`config.mk`:
```
export PLATFORM = sky130hd
export DESIGN_NAME = dma_priority_arbiter
export DESIGN_NICKNAME = d
export VERILOG_FILES = /design/src/rtl/dma_pkg.sv /design/src/rtl/dma_req_sync.sv /design/src/rtl/dma_priority_arbiter.sv
export SDC_FILE = /design/constraint.sdc
export NUM_CORES = 1
export LEC_CHECK = 0
export BUFFER_PORTS_ARGS = -buffer_cell sky130_fd_sc_hd__buf_2
export CAP_MARGIN = 10
export CORE_MARGIN = 2
export CORE_UTILIZATION = 42
export CTS_CLUSTER_SIZE = 12
export DETAILED_ROUTE_END_ITERATION = 6
export GPL_TIMING_DRIVEN = 0
export MAX_ROUTING_LAYER = met4
export PLACE_DENSITY = 0.68
export SLEW_MARGIN = 10
export SYNTH_ARGS = -nofsm -noshare
export SYNTH_HDL_FRONTEND = slang
export SYNTH_SLANG_ARGS = --single-unit
```
`constraint.sdc`:
```
create_clock -name CLK -period 2.62 [get_ports CLK]
set_input_delay 0.655 -clock CLK [delete_from_list [all_inputs] [get_ports CLK]]
set_output_delay 0.655 -clock CLK [all_outputs]
set_load 0.01 [all_outputs]
```
`src/rtl/dma_pkg.sv`:
```
// Shared DMA definitions: channel count, channel index type, arbiter state
// encoding and the priority search used by the arbiter.
package dma_pkg;

    localparam int NUM_CH = 4;

    typedef logic [1:0] ch_t;

    typedef enum logic [1:0] {
        IDLE  = 2'd0,
        ARB   = 2'd1,
        GRANT = 2'd2,
        ACK   = 2'd3
    } arb_state_t;

    // First requesting channel searching upward from base, wrapping modulo NUM_CH.
    // Scanning from the far end keeps the nearest hit as the final assignment.
    function automatic ch_t pick_winner(input logic [NUM_CH-1:0] req, input ch_t base);
        ch_t idx;
        pick_winner = base;
        for (int i = NUM_CH - 1; i >= 0; i--) begin
            idx = base + ch_t'(i);
            if (req[idx])
                pick_winner = idx;
        end
    endfunction

endpackage

```
`src/rtl/dma_req_sync.sv`:
```
// DREQ input capture. Define DREQ_SYNC_EN for a two-flop synchronizer;
// otherwise DREQ is registered once.
module dma_req_sync #(
    parameter int W = 4
) (
    input  logic         i_clk,
    input  logic         i_rst,
    input  logic [W-1:0] i_dreq,
    output logic [W-1:0] o_dreq
);

`ifdef DREQ_SYNC_EN
    logic [W-1:0] r_meta;
    logic [W-1:0] r_sync;

    always_ff @(posedge i_clk) begin
        if (i_rst) begin
            r_meta <= '0;
            r_sync <= '0;
        end else begin
            r_meta <= i_dreq;
            r_sync <= r_meta;
        end
    end
`else
    logic [W-1:0] r_sync;

    always_ff @(posedge i_clk) begin
        if (i_rst)
            r_sync <= '0;
        else
            r_sync <= i_dreq;
    end
`endif

    assign o_dreq = r_sync;

endmodule

```
`src/rtl/dma_priority_arbiter.sv`:
```
// DMA channel priority arbiter: fixed or rotating priority, masking, software
// requests and DREQ/DACK polarity. DREQ_SYNC_EN selects the two-flop DREQ sync.
module dma_priority_arbiter
    import dma_pkg::*;
(
    input  logic              CLK,
    input  logic              RESET,
    input  logic [NUM_CH-1:0] DREQ,
    input  logic [NUM_CH-1:0] RequestReg,
    input  logic [NUM_CH-1:0] MaskedReg,
    input  logic              RotatingPriority,
    input  logic              DREQ_Sense,
    input  logic              DACK_Sense,
    input  logic              MemToMem,
    input  logic              PriorityGen,
    input  logic              ldAck,
    output logic [NUM_CH-1:0] DMA_Req,
    output ch_t               ActiveChannel,
    output logic              HRQ,
    output logic [NUM_CH-1:0] DACK
);

    localparam logic [NUM_CH-1:0] ONE = {{(NUM_CH-1){1'b0}}, 1'b1};

    arb_state_t        r_state, w_next;
    ch_t               r_hp;
    ch_t               r_active;
    logic [NUM_CH-1:0] r_dma_req;

    logic [NUM_CH-1:0] w_dreq_s;
    logic [NUM_CH-1:0] w_eff_raw;
    logic [NUM_CH-1:0] w_eff;
    ch_t               w_win;
    logic [NUM_CH-1:0] w_dack_oh;

    dma_req_sync #(.W(NUM_CH)) u_sync (
        .i_clk  (CLK),
        .i_rst  (RESET),
        .i_dreq (DREQ),
        .o_dreq (w_dreq_s)
    );

    // Software requests bypass the mask; mem-to-mem only ever uses channel 0.
    assign w_eff_raw = ((w_dreq_s ^ {NUM_CH{DREQ_Sense}}) & ~MaskedReg) | RequestReg;
    assign w_eff     = MemToMem ? (w_eff_raw & ONE) : w_eff_raw;
    assign w_win     = pick_winner(w_eff, RotatingPriority ? r_hp : ch_t'(0));

    always_ff @(posedge CLK) begin
        if (RESET)
            r_state <= IDLE;
        else
            r_state <= w_next;
    end

    always_comb begin
        w_next = r_state;
        case (r_state)
            IDLE:  if (PriorityGen && (w_eff != '0)) w_next = ARB;
            ARB:   w_next = (w_eff != '0) ? GRANT : IDLE;
            GRANT: begin
                if (ldAck)
                    w_next = ACK;
                else if (!w_eff[r_active])
                    w_next = IDLE;
            end
            ACK:   if (!ldAck) w_next = IDLE;
            default: w_next = IDLE;
        endcase
    end

    always_ff @(posedge CLK) begin
        if (RESET) begin
            r_hp      <= '0;
            r_active  <= '0;
            r_dma_req <= '0;
        end else begin
            case (r_state)
                ARB: begin
                    if (w_eff != '0) begin
                        r_active  <= w_win;
                        r_dma_req <= ONE << w_win;
                    end
                end
                GRANT: if (!ldAck && !w_eff[r_active]) r_dma_req <= '0;
                ACK: begin
                    if (!ldAck) begin
                        r_dma_req <= '0;
                        if (RotatingPriority)
                            r_hp <= r_active + ch_t'(1);
                    end
                end
                default: ;
            endcase
        end
    end

    always_comb begin
        HRQ       = 1'b0;
        w_dack_oh = '0;
        case (r_state)
            IDLE:       HRQ = (w_eff != '0);
            ARB, GRANT: HRQ = 1'b1;
            ACK: begin
                HRQ       = 1'b1;
                w_dack_oh = ONE << r_active;
            end
            default: ;
        endcase
        // Inactive level is ~DACK_Sense; flipping the active bit gives its asserted level.
        DACK = {NUM_CH{~DACK_Sense}} ^ w_dack_oh;
    end

    assign DMA_Req       = r_dma_req;
    assign ActiveChannel = r_active;

endmodule

```
==> flow_metrics.env <==
export IMPL_viasPerCell=5.45
export IMPL_dp_hpwl_um=1760
export IMPL_finish_net_count=180
export IMPL_post_drt_wl_per_cell_um=12.3
export IMPL_max_slew_margin=0.499
export IMPL_hold_ws_ns=0.469
export IMPL_wire_length_after_detailed_routing_um=2250
export IMPL_power_per_cell_area_mw_per_mm2=427
export IMPL_max_cap_violations=0
export IMPL_cp_slowest_stage_delay_ns=0.33
export IMPL_buffer_ports_inserted=29
export IMPL_post_synth_instance_area_um2=990
export IMPL_ys_ff_latch=14
export IMPL_critPathCaptureType="primary output"
export IMPL_synthesis_yosys_warnings=0
export IMPL_rsz_0062_raised_after_global_routing="no"
export IMPL_globalRouteOverflowTotal=0
export IMPL_clock_tree_root_cell="sky130_fd_sc_hd__clkbuf_4"
export IMPL_clkLatencyLatePin_ns=0.28
export IMPL_top_usage_layer="met2"
export IMPL_final_seq_area_um2=280
export IMPL_cts_tree="done"
export IMPL_final_setup_viol_count=0
export IMPL_period_share=0.934
export IMPL_first_global_vias=944
export IMPL_antenna_violating_nets_post_route=0
export IMPL_worst_endpoint_required_ns=1.97
export IMPL_result_of_the_run="completed"
export IMPL_critical_path_top_cell_by_count="sky130_fd_sc_hd__buf_2"
export IMPL_multi_input_comb_area_um2=652
export IMPL_worstSetupStartpointType="primary input"
export IMPL_place_congestion=0.747
export IMPL_slew_viol_final=0
export IMPL_count_of_fill_cells_added_during_filler_insertion=226
export IMPL_worstPathCellList="buf_2, xor2_1, a21oi_2, nand4_1, nand2b_1, buf_2"
export IMPL_vdd_ir_drop_max_v=0.000397
export IMPL_layout_area_overhead_vs_synth_pct=23.4
export IMPL_initial_antenna_violation_count=0
export IMPL_insertedDiodeCount=0
export IMPL_synth_cells=122
export IMPL_cp_data_arrival_time_ns=1.79
export IMPL_synthesis_nets=146
export IMPL_grt_total_usage=0.182
export IMPL_crit_slowest_cell="sky130_fd_sc_hd__a21oi_2"
export IMPL_initialDrtViolationCount=17
export IMPL_layout_drive_gt1_share=0.290
export IMPL_hold_violations=0
export IMPL_fin_crit_ns=2.45
export IMPL_tightest_slew_ns=0.743
export IMPL_die_height_um=52.5
export IMPL_clock_skew_ns=0.00858
export IMPL_path_clk_slew_ns=0.08
export IMPL_grt_use_met1=0.205
export IMPL_first_pass_grt_wire_length_um=3710
export IMPL_synth_yosys_seq_area_share=0.283
export IMPL_hold_class="flip-flop to flip-flop"
export IMPL_grt_met3_usage=0.0114
export IMPL_clock_sinks=14
export IMPL_cellLeakagePower_nw=0.560
export IMPL_cts_hold_buffers_added=0
export IMPL_crit_path_max_fanout=8
export IMPL_crit_type="primary input to primary output"
export IMPL_tritoncts_num_buffers=3
export IMPL_pin_count=31
export IMPL_placement_cell_area_mm2=0.00117
export IMPL_floorplan_die_area_mm2=0.00276
export IMPL_total_power_w=0.000521
export IMPL_placementRows=17
export IMPL_number_of_vias_after_detailed_routing=997
export IMPL_final_design_area_no_fill_mm2=0.00122
export IMPL_fmaxAchievable_mhz=409
export IMPL_synthesis_area_per_instance_um2=8.11
export IMPL_post_route_drc_count=0
export IMPL_core_area_mm2=0.00221
export IMPL_ctsLongestPathBuffers=2
export IMPL_synth_distinct_cells=38
export IMPL_floorplan_initialDensity=0.447
export IMPL_drt_pre_antenna_iters=4
export IMPL_maximum_number_of_pins_on_one_net_before_global_route_repair=11
export IMPL_dieWidth_um=52.5
export IMPL_htreeDepth=1
export IMPL_met2_track_demand_over_resource=0.338
## logic make-up after synthesis
family / share of synthesized area
simple gates: 0.244
buf+inv: 0.0733
xor+xnor: 0.0708
fa+ha+maj: 0.0506
flops: 0.283
compound gates: 0.235
mux: 0.0430
## stage by stage
step / util / instances / setup slack (ns) / setup TNS (ns)
after floorplan: - / 122 / 0.403 / 0
after global placement: 0.529 / 179 / -0.0359 / -0.0945
after detailed placement: 0.529 / 179 / -0.0625 / -0.202
after CTS: 0.547 / 183 / 0.0761 / 0
after global routing: 0.552 / 183 / 0.0630 / 0
final: 0.552 / 183 / 0.172 / 0
## sequential cells by signal, indices dropped and copies added, names as in the netlist
name           cells
ActiveChannel      2
DMA_Req            4
u_sync.o_dreq      4
r_hp               2
r_state            2
## worst paths after layout
check | from | endpoint | slack [ns] | cells past startpoint
max | DREQ_Sense | HRQ | 0.17 | 6
min | DMA_Req[2]$_SDFFE_PP0P_ | DMA_Req[2]$_SDFFE_PP0P_ | 0.47 | 2
max reg2reg | u_sync.o_dreq[2]$_SDFF_PP0_ | DMA_Req[3]$_SDFFE_PP0P_ | 0.55 | 6
min reg2reg | DMA_Req[2]$_SDFFE_PP0P_ | DMA_Req[2]$_SDFFE_PP0P_ | 0.47 | 2
## what timing repair did
action                     in CTS  in global routing
setup buffers                   0                  0
setup endpoints to repair       1                  1
resized for setup               1                  2
## per-layer routing
layer / up-vias / wire length [µm]
met3: 5 / 71
met1: 468 / 984
li1: 504 / -
met2: 20 / 1160
met5: - / 0
met4: 0 / 40
## critical path: cells and delay by family
kind            cells  cell delay (ns)
buf+inv             2             0.26
xor+xnor            1             0.17
simple gates        2             0.37
compound gates      1             0.33
## synthesized netlist by cell type
library cell / instances / area (µm²)
sky130_fd_sc_hd__a211oi_1: 2 / 15.0
sky130_fd_sc_hd__a21o_1: 1 / 7.51
sky130_fd_sc_hd__a21o_2: 1 / 8.76
sky130_fd_sc_hd__a21oi_1: 5 / 25.0
sky130_fd_sc_hd__a21oi_2: 2 / 17.5
sky130_fd_sc_hd__a221o_1: 1 / 10.0
sky130_fd_sc_hd__a22oi_1: 1 / 7.51
sky130_fd_sc_hd__a2bb2oi_1: 1 / 8.76
sky130_fd_sc_hd__a32o_1: 2 / 20.0
sky130_fd_sc_hd__a32oi_1: 2 / 17.5
sky130_fd_sc_hd__a41o_1: 1 / 10.0
sky130_fd_sc_hd__a41oi_1: 1 / 8.76
sky130_fd_sc_hd__and2_1: 1 / 6.26
sky130_fd_sc_hd__and2b_2: 2 / 17.5
sky130_fd_sc_hd__and3b_1: 1 / 8.76
sky130_fd_sc_hd__buf_2: 1 / 5.00
sky130_fd_sc_hd__buf_4: 1 / 7.51
sky130_fd_sc_hd__buf_6: 2 / 22.5
sky130_fd_sc_hd__clkbuf_1: 3 / 11.3
sky130_fd_sc_hd__dfxtp_1: 14 / 280
sky130_fd_sc_hd__ha_1: 4 / 50.1
sky130_fd_sc_hd__inv_1: 7 / 26.3
sky130_fd_sc_hd__mux2i_1: 2 / 20.0
sky130_fd_sc_hd__mux4_2: 1 / 22.5
sky130_fd_sc_hd__nand2_1: 5 / 18.8
sky130_fd_sc_hd__nand2b_1: 3 / 18.8
sky130_fd_sc_hd__nand3_1: 7 / 35.0
sky130_fd_sc_hd__nand4_1: 2 / 12.5
sky130_fd_sc_hd__nor2_1: 14 / 52.6
sky130_fd_sc_hd__nor2b_1: 8 / 50.1
sky130_fd_sc_hd__nor3_1: 3 / 15.0
sky130_fd_sc_hd__o211a_1: 1 / 10.0
sky130_fd_sc_hd__o211ai_1: 1 / 7.51
sky130_fd_sc_hd__o21ai_0: 7 / 35.0
sky130_fd_sc_hd__o22ai_1: 1 / 6.26
sky130_fd_sc_hd__o32ai_1: 2 / 17.5
sky130_fd_sc_hd__or3_1: 1 / 6.26
sky130_fd_sc_hd__xor2_1: 8 / 70.1
## report_power, final
| part | leakage [nW] | switching (W) | total [W] | internal [W] |
|---|---|---|---|---|
| logic | 0.425 | 0.0000780 | 0.000141 | 0.0000626 |
| registers | 0.115 | 0.00000655 | 0.000230 | 0.000223 |
| clock network | 0.0210 | 0.0000659 | 0.000150 | 0.0000845 |
## layout make-up
cell class	count	area share
Buffer	7	0.0379
Tap cell	28	0.0287
Timing Repair Buffer	29	0.119
Sequential cell	14	0.230
Clock buffer	4	0.0297
Inverter	7	0.0215
Multi-Input combinational cell	94	0.534
## layout by cell type, fill, tap and decap left out, drive strengths merged, types with 3 or more instances in the layout
cell	instances
buf	33
dfxtp	14
nor2	14
xor2	8
nor2b	8
inv	7
nand3	7
o21ai	7
a21oi	7
clkbuf	7
nand2	5
ha	4
nand2b	3
nor3	3
No activity file was read; power rests on OpenSTA's default activity.
